--- config.mk ---
export PLATFORM = sky130hd
export DESIGN_NAME = uart_tx_arbiter
export DESIGN_NICKNAME = d
export VERILOG_FILES = /design/src/rtl/uart_tx_arbiter.sv
export SDC_FILE = /design/constraint.sdc
export NUM_CORES = 1
export LEC_CHECK = 0
export ABC_AREA = 1
export CAP_MARGIN = 20
export CELL_PAD_IN_SITES_DETAIL_PLACEMENT = 0
export CELL_PAD_IN_SITES_GLOBAL_PLACEMENT = 1
export CORE_ASPECT_RATIO = 1.2
export CORE_MARGIN = 10
export CORE_UTILIZATION = 34
export DETAILED_ROUTE_END_ITERATION = 16
export PLACE_DENSITY_LB_ADDON = 0.1
export SYNTH_ARGS = -nofsm -noshare
export SYNTH_HDL_FRONTEND = slang
export SYNTH_SLANG_ARGS = --single-unit
--- constraint.sdc ---
create_clock -name clk -period 2.4 [get_ports clk]
set_input_delay 0.24 -clock clk [delete_from_list [all_inputs] [get_ports clk]]
set_output_delay 0.24 -clock clk [all_outputs]
set_load 0.1 [all_outputs]
--- src/rtl/uart_tx_arbiter.sv ---
// Round-robin arbiter that shares one UART transmitter between NUM_REQ byte producers
// and latches the line configuration only between frames. Define UART_ARB_FIXED_PRIO_EN for fixed priority.
module uart_tx_arbiter #(
    parameter int NUM_REQ = 4,
    parameter int DATA_W  = 8,
    parameter int DROP_TO = 4
) (
    input  logic                      clk,
    input  logic                      reset,
    input  logic [NUM_REQ-1:0]        req,
    input  logic [NUM_REQ*DATA_W-1:0] req_data,
    output logic [NUM_REQ-1:0]        ack,
    input  logic                      tx_rdy,
    output logic                      tx_load,
    output logic [DATA_W-1:0]         tx_data,
    input  logic                      cfg_eight,
    input  logic                      cfg_pen,
    input  logic                      cfg_ohel,
    input  logic [3:0]                cfg_baud,
    output logic                      eight,
    output logic                      pen,
    output logic                      ohel,
    output logic [3:0]                baud,
    output logic                      busy,
    output logic                      err
);
    localparam int IW = (NUM_REQ > 1) ? $clog2(NUM_REQ) : 1;
    localparam int CW = $clog2(DROP_TO + 1);

    typedef enum logic [1:0] {IDLE, LOAD, WAIT_DROP, WAIT_DONE} state_t;

    state_t            state, state_nx;
    logic              grant, timeout, to_hit;
    logic [IW-1:0]     start, win_c, win_idx;
    logic [DATA_W-1:0] win_data;
    logic [CW-1:0]     to_cnt;
    int                idx;

`ifdef UART_ARB_FIXED_PRIO_EN
    assign start = '0;
`else
    logic [IW-1:0] rr_ptr;

    // rr_ptr holds the first index to search, i.e. one past the last grant
    always_ff @(posedge clk or negedge reset) begin
        if (!reset)
            rr_ptr <= '0;
        else if (state == LOAD)
            rr_ptr <= (win_idx == IW'(NUM_REQ - 1)) ? '0 : win_idx + IW'(1);
    end

    assign start = rr_ptr;
`endif

    // Scan farthest-first so the requester closest to start is the last writer
    always_comb begin
        win_c = start;
        idx   = 0;
        for (int k = NUM_REQ - 1; k >= 0; k--) begin
            idx = int'(start) + k;
            if (idx >= NUM_REQ) idx = idx - NUM_REQ;
            if (req[idx]) win_c = IW'(idx);
        end
    end

    assign to_hit = (to_cnt == CW'(DROP_TO - 1));

    always_ff @(posedge clk or negedge reset) begin
        if (!reset) state <= IDLE;
        else        state <= state_nx;
    end

    always_comb begin
        state_nx = state;
        grant    = 1'b0;
        timeout  = 1'b0;
        case (state)
            IDLE: begin
                if (tx_rdy && |req) begin
                    grant    = 1'b1;
                    state_nx = LOAD;
                end
            end
            LOAD: state_nx = WAIT_DROP;
            WAIT_DROP: begin
                if (!tx_rdy) begin
                    state_nx = WAIT_DONE;
                end else if (to_hit) begin
                    timeout  = 1'b1;
                    state_nx = IDLE;
                end
            end
            WAIT_DONE: if (tx_rdy) state_nx = IDLE;
            default:   state_nx = IDLE;
        endcase
    end

    always_ff @(posedge clk or negedge reset) begin
        if (!reset) begin
            ack      <= '0;
            tx_load  <= 1'b0;
            tx_data  <= '0;
            busy     <= 1'b0;
            err      <= 1'b0;
            eight    <= 1'b0;
            pen      <= 1'b0;
            ohel     <= 1'b0;
            baud     <= 4'd11;
            win_idx  <= '0;
            win_data <= '0;
            to_cnt   <= '0;
        end else begin
            ack     <= '0;
            tx_load <= 1'b0;
            err     <= 1'b0;
            // Config is sampled only while idle so a frame never sees mixed settings
            if (state == IDLE) begin
                eight <= cfg_eight;
                pen   <= cfg_pen;
                ohel  <= cfg_ohel;
                baud  <= cfg_baud;
            end
            if (grant) begin
                win_idx  <= win_c;
                win_data <= req_data[win_c*DATA_W +: DATA_W];
                busy     <= 1'b1;
            end
            if (state == LOAD) begin
                tx_load <= 1'b1;
                tx_data <= win_data;
                ack     <= NUM_REQ'(1) << win_idx;
            end
            to_cnt <= (state == WAIT_DROP) ? to_cnt + CW'(1) : '0;
            if (timeout) begin
                err  <= 1'b1;
                busy <= 1'b0;
            end
            if (state == WAIT_DONE && tx_rdy) busy <= 1'b0;
        end
    end

endmodule
# Word-level counts from Yosys, hierarchy flattened
# Cells that the tools add are included.
[classes]
addsub = 9
order_cmp = 8
n_eq_ne = 8
shift = 2
mux = 38
n_reduce_logical = 6
[op_table]
columns = ["op", "count"]
rows = [
  ["$lt A32 B4 Y1 const B", 4],
  ["$mux W32", 4],
  ["$shiftx A32 B6 Y8", 1],
  ["$mux W1", 18],
  ["$mux W2", 9],
  ["$sub A3 B3 Y4 const B", 3],
  ["$ge A3 B3 Y1 const B", 3],
  ["$bmux W1 S2", 4],
  ["$pmux W2 S4", 1],
  ["$add A2 B2 Y3 const B", 2],
  ["$eq A2 B2 Y1 const B", 3],
  ["$mux W4", 1],
  ["$ne A2 B2 Y1 const B", 2],
  ["$reduce_or A4 Y1", 1],
  ["$shl A1 B2 Y4 const A", 1],
  ["$sub A2 B3 Y4 const B", 1],
  ["$add A2 B1 Y3 const B", 1],
  ["$add A3 B1 Y3 const B", 1],
  ["$eq A3 B2 Y1 const B", 1],
  ["$ge A2 B3 Y1 const B", 1],
  ["$mux W3", 1],
  ["$ne A3 B3 Y1 const B", 1],
  ["$reduce_and A3 Y1", 1],
  ["$reduce_bool A3 Y1", 1],
  ["other kinds (4)", 5],
]
[word_totals]
reg_bits = 39
output_inout_bits = 22
word_cells = 85

# Longest topological paths before layout
# Gate-level depths: netlist of run 1.
[logic_depth]
ltp_word = 11
ltp_mapped = 17

# Least setup slack after synthesis of run 1
# OpenSTA, ideal clock, no wires.
[synth_path]
kind = "register -> register"
startpoint = "register rr_ptr[0]"
endpoint = "register win_data[0]"
setup_ns = 0.124
arrival_time_ns = 1.514
path_slack_ns = 0.762
stages_incl_launch_ff = 17
path_buffers = 2
period_less_slack_ns = 1.638
cell_sequence = "dfrtp_1 > buf_6 > inv_8 > nand2_2 > nand2_2 > nand2_1 > nand2_1 > nand2_2 > nand2_4 > nand2_4 > nand2_4 > nand2_8 > buf_12 > nor2_2 > nor2_1 > nand2_1 > nand3_1"
[synth_between]
elab_chain_cells = 11
[synth_rtl]
columns = ["item", "line_no", "rtl"]
rows = [
  ["from (decl)", "42", "logic [IW-1:0] rr_ptr;"],
  ["from (signal assigned)", "49", "rr_ptr <= (win_idx == IW'(NUM_REQ - 1)) ? '0 : win_idx + IW'(1);"],
  ["$add A2 B2 Y3", "60", "idx = int'(start) + k;"],
  ["$sub A3 B3 Y4 or $ge A3 B3 Y1 (tied branches)", "61", "if (idx >= NUM_REQ) idx = idx - NUM_REQ;"],
  ["$mux W32", "61", ""],
  ["$bmux W1 S2", "62", "if (req[idx]) win_c = IW'(idx);"],
  ["$mux W1 (not written as such) (2 in a row)", "62", ""],
  ["$mux W2 (3 in a row)", "62", ""],
  ["$mux W2 (*)", "62", ""],
  ["$shiftx A32 B6 Y8 (*)", "125", "win_data <= req_data[win_c*DATA_W +: DATA_W];"],
  ["to (signal assigned)", "125", ""],
  ["to (decl)", "35", "logic [DATA_W-1:0] win_data;"],
]
# Every way passes the cells marked *; elsewhere a longest branch is shown, timed or not. The select of a mux whose other input is x is not followed.
# A chain may end at the register's enable or synchronous reset.

# Final worst setup path of run 1
# Same ends and word-level chain as after synthesis.

==> results.sh, run 1 <==
export IMPL_outcome="finished clean"
export IMPL_slowest_delay_ns=0.61
export IMPL_io_buffer_count=67
export IMPL_n_antenna_cell=0
export IMPL_post_cts_buffers=0
export IMPL_fillCellCount=666
export IMPL_worstPathArrival_ns=2.16
export IMPL_crit_chain="nand2_1 -> nand3_1 -> nand2_1 -> inv_1 -> nand2_2 -> nand2_4 -> nand2_4 -> nand2_4 -> nand2_8 -> or2_1 -> nand3_1 -> nand3_1"
export IMPL_cts_buffers=5
export IMPL_grt_pass1_vias=1889
export IMPL_htree_levels=2
export IMPL_yosys_register_bits=39
export IMPL_die_h_um=109
export IMPL_clockBufferDepth=2
export IMPL_syn_avg_cell_area_um2=8.12
export IMPL_num_vias=1837
export IMPL_core_area_mm2=0.00641
export IMPL_ant_nets=0
export IMPL_tritoncts="yes"
export IMPL_slowest_stage="dfrtp_1"
export IMPL_crit_type="reg -> reg"
export IMPL_netlist_area_leader_share=0.404
export IMPL_wire_per_inst_um=11.7
export IMPL_synth_compound_area_frac=0.0235
export IMPL_initial_core_util=0.348
export IMPL_firstDrtPassIters=4
export IMPL_rsz0062_at_grt="false"
export IMPL_synth_simple_area_share=0.362
export IMPL_die_width_um=94.0
export IMPL_p_per_area_mw_per_mm2=1490
export IMPL_clk_pin_slew_ns=0.07
export IMPL_pre_cts_slack_ns=0.323
export IMPL_netlist_area_mm2=0.00223
export IMPL_clock_fmax_mhz=500
export IMPL_postSynthCellCount=275
export IMPL_hold_viol=0
export IMPL_switching_share=0.549
export IMPL_worst_path_max_fanout=27
export IMPL_syn_to_final_growth_pct=35.9
export IMPL_slew_violations=0
export IMPL_synth_warnings=0
export IMPL_cap_violations=0
export IMPL_root_buffer="clkbuf_8"
export IMPL_dpl_hpwl_mm=4.09
export IMPL_cp_num_cells=12
export IMPL_relSlewSlack=0.441
export IMPL_grt_ovfl_total=0
export IMPL_pwr_share_comb=0.634
export IMPL_synthXorXnorAreaFrac=0
export IMPL_grt_pass1_wl_mm=8.56
export IMPL_setup_violations=0
export IMPL_p_clk_frac=0.118
export IMPL_drc=0
export IMPL_internal_power_w=0.00204
export IMPL_rrSetupSlack_ns=0.40
export IMPL_postLayoutCoreUtil=0.474
export IMPL_groute_usage_overall=0.102
export IMPL_setup_slack_ns=0.401
export IMPL_yosysTopAreaCell="dfrtp_1"
export IMPL_fin_crit_sh=0.833
export IMPL_gp_congestion=0.805
export IMPL_crit_family="simple AND/OR/NAND/NOR gates"
export IMPL_numClockSinks=39
export IMPL_ir_drop_mv=0.766
export IMPL_synth_area_leaders="dfrtp_1 40%, nand2_1 13%, inv_1 7.2%"
export IMPL_fin_nets=398
export IMPL_r2r_start="rr_ptr[0]"
export IMPL_cts_repair_resized=0
export IMPL_timing_setup_tns_ns=0
export IMPL_seqPwrFrac=0.248
export IMPL_clkLatencyLatePin_ns=0.29
export IMPL_drive_gt1_frac=0.233
export IMPL_period_needed_ns=2.00
export IMPL_rr_worst_depth=12
export IMPL_cp_endpoint="win_data[0]"
export IMPL_via_per_inst=4.25
export IMPL_antenna_found_initial=0
export IMPL_drt_iter0_drc=37
export IMPL_row_count=32
export IMPL_p_leak_nw=1.59
export IMPL_synthAdderAreaFrac=0.0336
export IMPL_ctsHoldBuffers=0
export IMPL_syn_nets=327
export IMPL_grt_max_degree=40
export IMPL_hp_class="in -> async"
export IMPL_muxShareOfSynthArea=0.0353
export IMPL_reg2reg_to="win_data[0]"
export IMPL_worst_setup_path_start_kind="flip-flop"
export IMPL_worst_slew_pin_slew_ns=0.838
export IMPL_ys_types=27
export IMPL_yosysSeqAreaShare=0.439
export IMPL_crit_path_start="rr_ptr[0]"
export IMPL_die_area_mm2=0.0102
export IMPL_fin_worst_skew_ns=0.00461
export IMPL_worstPathBufferInverterCount=1
export IMPL_cp_required_ns=2.56
export IMPL_drt_total_wl_mm=5.05
export IMPL_p_switching_w=0.00248
export IMPL_boundaryPins=68
export IMPL_cp_end_kind="flip-flop"
export IMPL_synth_top_family_by_area="simple AND/OR/NAND/NOR gates"
==> logic make-up after synthesis <==
| kind of cell | count (synthesis) |
|---|---|
| and+or+nand+nor | 160 |
| buffers and inverters | 54 |
| DFF | 39 |
| AOI/OAI and AO/OA | 9 |
| muxes | 7 |
| adders and majority gates | 6 |
==> sequential cells by signal (all words and copies together) (netlist names) <==
| signal | count |
|---|---|
| eight | 1 |
| tx_load | 1 |
| win_idx | 2 |
| busy | 1 |
| win_data | 8 |
| ohel | 1 |
| baud | 4 |
| rr_ptr | 2 |
| ack | 4 |
| err | 1 |
| state | 2 |
| to_cnt | 3 |
| pen | 1 |
| tx_data | 8 |
==> layer usage <==
metal	wire (µm)	up-vias	GRT usage
met5	0	-	0
met4	85	0	0.0391
met3	467	5	0.0461
met2	2150	56	0.151
met1	2350	798	0.128
li1	-	978	-
==> worst register-to-register path, cell delays in order, from the launching register on <==
cell and delay (ns):
dfrtp_1 0.61, nand2_1 0.15, nand3_1 0.14, nand2_1 0.06
inv_1 0.06, nand2_2 0.06, nand2_4 0.08, nand2_4 0.05
nand2_4 0.11, nand2_8 0.16, or2_1 0.25, nand3_1 0.07
nand3_1 0.09
==> layout by cell type, fill, tap and decap left out, drive strengths merged, types with 3 or more instances in the layout <==
cell type / n
nand3: 29
or2: 5
buf: 26
mux2: 7
ha: 6
clkdlybuf4s50: 44
clkbuf: 5
dfstp: 3
dfrtp: 36
nor2: 26
o21ai: 5
nand2: 97
inv: 48
a21oi: 3
==> final cells by class <==
class / count / area, µm² / area share
Tap cell: 85 / 106 / 0.0351
Timing Repair Buffer: 70 / 633 / 0.209
Clock inverter: 3 / 43.8 / 0.0144
Multi-Input combinational cell: 182 / 1010 / 0.334
Sequential cell: 39 / 980 / 0.323
Inverter: 48 / 188 / 0.0619
Clock buffer: 5 / 68.8 / 0.0227
==> worst min-delay path by stage <==
stage / depth (start not counted) / from / slack, ns / end
3_5_place_dp: 1 / reset / 0.40 / ohel
5_1_grt: 1 / reset / 0.12 / pen
3_3_place_gp: 1 / reset / 0.39 / to_cnt[0]
4_1_cts: 1 / reset / 0.08 / tx_data[2]
2_1_floorplan: 0 / reset / -0.06 / ack[0]
6_report: 1 / reset / 0.05 / to_cnt[0]
==> cell usage after synthesis (all sizes together) <==
cell,n
a21oi,3
or2,5
mux2,7
clkbuf,3
o21ai,5
nand3,29
nor2,26
buf,3
nand4,1
nand2,97
a2111oi,1
inv,48
dfrtp,36
ha,6
dfstp,3
nand3b,2
==> power by group through the flow <==
| stage | Clock [W] | Combinational, W | Sequential [W] |
|---|---|---|---|
| 6_report | 0.000534 | 0.00287 | 0.00112 |
| 2_1_floorplan | 0 | 0.00141 | 0.00212 |
| 5_1_grt | 0.000584 | 0.00313 | 0.00116 |
| 3_3_place_gp | 0 | 0.00288 | 0.00113 |
| 3_5_place_dp | 0 | 0.00289 | 0.00114 |
| 4_1_cts | 0.000553 | 0.00290 | 0.00113 |
==> per-stage QoR <==
step	instances	power (W)	instance area [µm²]	hold WS, ns
after floorplan	275	0.00353	2230	-0.0556
after global routing	432	0.00488	3030	0.116
after global placement	424	0.00401	2920	0.394
after CTS	432	0.00458	3030	0.0754
after detailed placement	424	0.00403	2920	0.398
final	432	0.00452	3030	0.0512
Note: power is estimated with default switching activity, not from simulation.
==> run 2, diff against run 1 <==
==> constraint.sdc (replaced) <==
create_clock -name clk -period 2 [get_ports clk]
set_input_delay 0.2 -clock clk [delete_from_list [all_inputs] [get_ports clk]]
set_output_delay 0.2 -clock clk [all_outputs]
set_load 0.1 [all_outputs]
==> results.sh, run 2 (synthesized netlist as in run 1, its figures left out) <==
export IMPL_outcome="finished clean"
export IMPL_num_vias=1863
export IMPL_timing_setup_tns_ns=0
export IMPL_grt_max_degree=28
export IMPL_fin_crit_sh=0.929
export IMPL_internal_power_w=0.00245
export IMPL_setup_violations=0
export IMPL_rsz0062_at_grt="false"
export IMPL_largest_registers="tx_data x8, win_data x8"
export IMPL_ir_drop_mv=1.05
export IMPL_mostFrequentLayoutCells="79 x nand2_1, 44 x clkdlybuf4s50_1, 43 x inv_1"
export IMPL_clkLatencyLatePin_ns=0.28
export IMPL_pwr_share_comb=0.669
export IMPL_worstPathArrival_ns=2.03
export IMPL_hp_class="in -> async"
export IMPL_post_cts_buffers=0
export IMPL_p_clk_frac=0.090
export IMPL_grt_ovfl_total=0
export IMPL_p_switching_w=0.00303
export IMPL_numClockSinks=39
export IMPL_p_leak_nw=1.62
export IMPL_final_common_cell="nand2_1"
export IMPL_cp_required_ns=2.17
export IMPL_clock_fmax_mhz=538
export IMPL_grt_pass1_vias=1896
export IMPL_gp_congestion=0.782
export IMPL_fin_cells=441
export IMPL_cts_buffers=5
export IMPL_die_width_um=94.0
export IMPL_clockBufferDepth=2
export IMPL_p_per_area_mw_per_mm2=1770
export IMPL_drc=0
export IMPL_worst_path_max_fanout=14
export IMPL_cap_violations=0
export IMPL_fin_worst_skew_ns=0.00381
export IMPL_die_h_um=109
export IMPL_die_area_mm2=0.0102
export IMPL_clk_pin_slew_ns=0.07
export IMPL_finalPower_w=0.00549
export IMPL_grt_pass1_wl_mm=8.88
export IMPL_seqPwrFrac=0.241
export IMPL_firstDrtPassIters=4
export IMPL_slew_violations=0
export IMPL_via_per_inst=4.22
export IMPL_boundaryPins=68
export IMPL_hold_viol=0
export IMPL_initial_core_util=0.348
export IMPL_ant_nets=0
export IMPL_drive_gt1_frac=0.250
export IMPL_multi_input_area_mm2=0.00104
export IMPL_relSlewSlack=0.775
export IMPL_row_count=32
export IMPL_core_area_mm2=0.00641
export IMPL_dpl_hpwl_mm=4.15
export IMPL_period_needed_ns=1.86
export IMPL_root_buffer="clkbuf_8"
export IMPL_switching_share=0.553
export IMPL_drt_total_wl_mm=5.22
export IMPL_layout_area_seq_um2=981
export IMPL_wire_per_inst_um=11.8
export IMPL_whs_ns=0.323
export IMPL_n_antenna_cell=0
export IMPL_groute_usage_overall=0.106
export IMPL_cp_end_kind="flip-flop"
export IMPL_worst_setup_path_start_kind="flip-flop"
export IMPL_drt_iter0_drc=61
export IMPL_fillCellCount=661
export IMPL_fin_nets=407
export IMPL_postLayoutCoreUtil=0.485
export IMPL_antenna_found_initial=0
export IMPL_htree_levels=2
export IMPL_dp_cells=431
export IMPL_crit_type="reg -> reg"
export IMPL_worst_slew_pin_slew_ns=0.329
export IMPL_tritoncts="yes"
export IMPL_io_buffer_count=67
export IMPL_syn_to_final_growth_pct=39.1
==> run 2: cell count changes in the layout (fill, tap and decap cells not counted), sizes merged <==
cell         change
bufinv           -1
clkinv           -1
buf              +7
dlygate4sd3      +1
nand2            +1
clkbuf           +2
==> run 2: path summary, 6_finish.rpt <==
check,from,end,slack (ns),depth (start not counted)
worst max-delay path,rr_ptr[0],win_data[6],0.14,14
worst min-delay path,reset,state[0],0.32,2
worst max register to register,rr_ptr[0],win_data[6],0.14,14
worst min register to register,to_cnt[0],to_cnt[0],0.43,1
max in group asynchronous,reset,ack[3],1.16,3
min in group clk,to_cnt[0],to_cnt[0],0.43,1
==> run 2: power groups by stage <==
| stage | sequential, W | combinational (W) | clock, W |
|---|---|---|---|
| 3_3_place_gp | 0.00132 | 0.00361 | 0 |
| 6_report | 0.00132 | 0.00367 | 0.000495 |
| 4_1_cts | 0.00132 | 0.00363 | 0.000516 |
| 3_5_place_dp | 0.00133 | 0.00362 | 0 |
| 5_1_grt | 0.00136 | 0.00401 | 0.000562 |
| 2_1_floorplan | 0.00254 | 0.00169 | 0 |
==> run 2: worst max-delay path, stage by stage, from the launching register on <==
cell	delay, ns
dfrtp_1	0.41
buf_12	0.16
inv_8	0.09
nand2_2	0.04
nand2_1	0.08
nand2_1	0.09
nand2_2	0.08
inv_2	0.04
nand2_4	0.08
nand2_4	0.07
nand2_8	0.09
nand2_8	0.10
or2_1	0.22
nand3_1	0.10
nand3_1	0.08
==> run 2: metrics by stage <==
stage | instance area, µm² | worst slack (ns)
2_1_floorplan | 2230 | 0.362
3_3_place_gp | 2990 | 0.0298
3_5_place_dp | 2990 | -0.00528
4_1_cts | 3080 | 0.122
5_1_grt | 3100 | 0.000300
6_report | 3100 | 0.142
==> run 2: area by class of cell <==
type / count / share of cell area
multi-input combinational: 183 / 0.335
sequential: 39 / 0.316
timing repair buffer: 78 / 0.228
inverter: 48 / 0.0605
tap: 85 / 0.0343
clock buffer: 7 / 0.0246
clock inverter: 1 / 0.00161
==> run 2: what timing repair did <==
item,4_1_cts,5_1_grt
hold buffers,1,0
gates resized for setup,0,3
endpoints found under the hold margin,11,0
setup endpoints to repair,0,4
==> run 2: metal layers <==
| metal | vias up | GRT usage | wire, µm |
|---|---|---|---|
| met3 | 8 | 0.0420 | 433 |
| met5 | - | 0 | 0 |
| li1 | 995 | - | - |
| met2 | 58 | 0.152 | 2250 |
| met1 | 802 | 0.139 | 2440 |
| met4 | 0 | 0.0391 | 91 |
==> RTL change, RTL diff (settings of run 2) <==
Change the parameter `NUM_REQ` from 4 to 2.
--- a/src/rtl/uart_tx_arbiter.sv
+++ b/src/rtl/uart_tx_arbiter.sv
@@ -2,5 +2,5 @@
 // and latches the line configuration only between frames. Define UART_ARB_FIXED_PRIO_EN for fixed priority.
 module uart_tx_arbiter #(
-    parameter int NUM_REQ = 4,
+    parameter int NUM_REQ = 2,
     parameter int DATA_W  = 8,
     parameter int DROP_TO = 4
Ports: changed (resized ack, req and req_data); port bits go from 68 to 48. No check against the original RTL was run, so the function may have changed too.
==> RTL change against run 2 <==
Clock power is 2% lower; total power decreased by 30%; hold slack improved by 0.011 ns; core utilization grew 0.26 points; sequential cell count decreased by 4; wire length shrank 31%; worst setup slack better by 0.55 ns; final cell count decreased by 34%; design area decreased by 33%; non-clock buffer count shrank 29; area after synthesis decreased by 32%; synthesized cell count decreased by 34%; critical path type unchanged; largest cell class is now sequential cells; largest power group unchanged.
==> RTL change: results (changes against run 2) <==
[placement]
post-place-ws_ns=0.5509  ; was -0.005279 ns
dp.cells=284  ; was 431
gp_congestion=0.8230  ; was 0.7819
dp_hpwl_mm=2.821  ; was 4.149 mm
port_buffers=47  ; was 67
postPlaceCellArea_mm2=0.002011  ; was 0.002987 mm^2

[grt]
grt_pass1_wl_mm=6.106  ; was 8.880 mm
track_usage_pct=10.23  ; was 10.56%
grt_max_degree=36  ; was 28
antenna_found_initial=0  ; unchanged
grt_pass1_vias=1293  ; was 1896

[logic_synthesis]
synth_nets=211  ; was 327
synth.distinct_cells=18  ; was 27
syn_area_per_cell_um2=8.385  ; was 8.117 um^2
synth_seq_area_share_pct=57.96  ; was 43.89%
synth-compound-area-share_pct=3.380  ; was 2.354%
synth_commonest_cells=nand2_1, dfrtp_1, inv_1  ; was nand2_1, inv_1, dfrtp_1
synthMuxAreaShare_pct=0  ; was 3.531%
synthAdderAreaFrac_pct=1.649  ; was 3.363%
yosysMostFrequentCell=nand2_1  ; unchanged
ys_top_cells_by_area=dfrtp_1, nand2_1, inv_1  ; unchanged

[worst_setup_path]
cpLargestDelayFamily=simple AND/OR/NAND/NOR gates  ; unchanged
cp_max_fo=10  ; was 14
cpPeakStageDelay_ns=0.42

[timing]
skew_ns=0.006393  ; was 0.003807 ns
relSlewSlack_pct=67.93  ; was 77.53%

[cells_and_area]
top_regs=tx_data: 8 flops, win_data: 8 flops, baud: 4 flops  ; was tx_data: 8 flops, win_data: 8 flops
nFillCells=455  ; was 661
nets=265  ; was 407
fin_cells=292  ; was 441
final_layout_size_suffix_gt1_share_pct=16.53  ; was 25.00%

[routing]
wl_mm=3.614  ; was 5.220 mm
drtIter0Drc=39  ; was 61
viasPerCell=4.315  ; was 4.224

[run_status]
outcome=finished clean  ; unchanged

[power]
ir_worst_vdd_uv=602.6  ; was 1049 uV
power_leakage_nw=1.129  ; was 1.615 nW

[clock_tree]
cts_setup_buffers=0  ; unchanged

## RTL change: changes by cell type after synthesis, sizes merged, moves of 3 or more
cell    before  now
inv         48   28
nand2       97   78
nand3       29   16
nor2        26   13
mux2         7    0
or2          5    0
dfrtp       36   32
ha           6    2
clkbuf       3    0
## RTL change: cells by family (layout without fill, tap and decap cells)
kind of cell / count (synthesis) / count (layout)
buf+inv: 30 / 85
compound gates: 7 / 7
simple gates: 107 / 107
flops: 35 / 35
fa+ha+maj: 2 / 2
## RTL change: worst paths after layout
check	from	end	slack [ns]	cells past startpoint
worst max-delay path	state[0]	win_data[4]	0.69	5
worst min-delay path	reset	ack[1]	0.33	2
worst max register to register	state[0]	win_data[4]	0.69	5
worst min register to register	to_cnt[0]	to_cnt[0]	0.44	1
max in group asynchronous	reset	baud[3]	1.33	2
min in group clk	cfg_baud[0]	baud[0]	0.42	3
## RTL change: worst reg2reg max path, stage by stage, from the launching register on
cell and delay (ns):
dfrtp_1 0.42, nor2_2 0.24, inv_2 0.14, nor2_4 0.25, nand3_1 0.13, nand2_1 0.07
## RTL change: cell type report
type | count | area (um^2) | share of cell area, %
Clock inverter | 1 | 5.005 | 0.2392
Sequential cell | 35 | 879.6 | 42.05
Tap cell | 56 | 70.07 | 3.349
Multi-Input combinational cell | 116 | 520.5 | 24.88
Timing Repair Buffer | 49 | 435.4 | 20.81
Inverter | 28 | 105.1 | 5.024
Clock buffer | 7 | 76.32 | 3.648
## RTL change: layer usage
metal	share of wire [%]	global-route usage (%)	wire length, um	vias to the layer above
li1	-	-	-	651
met1	41	11.64	1497	564
met2	47	15.76	1702	39
met3	9.6	5.172	347	6
met4	1.9	4.335	67	0
met5	0	0	0	-
## RTL change: power by group
group          switching (mW)  leakage, nW  internal, mW  total (mW)
combinational            1.69        0.649         0.465        2.15
clock                   0.241       0.0422         0.244       0.486
sequential              0.155        0.438          1.02        1.18
## RTL change: metrics by stage
step	total power [mW]	util (%)
finish	3.818	48.72
global route	4.056	48.72
global placement	3.335	46.82
CTS	3.873	48.72
floorplan	2.860	-
detailed placement	3.379	46.82
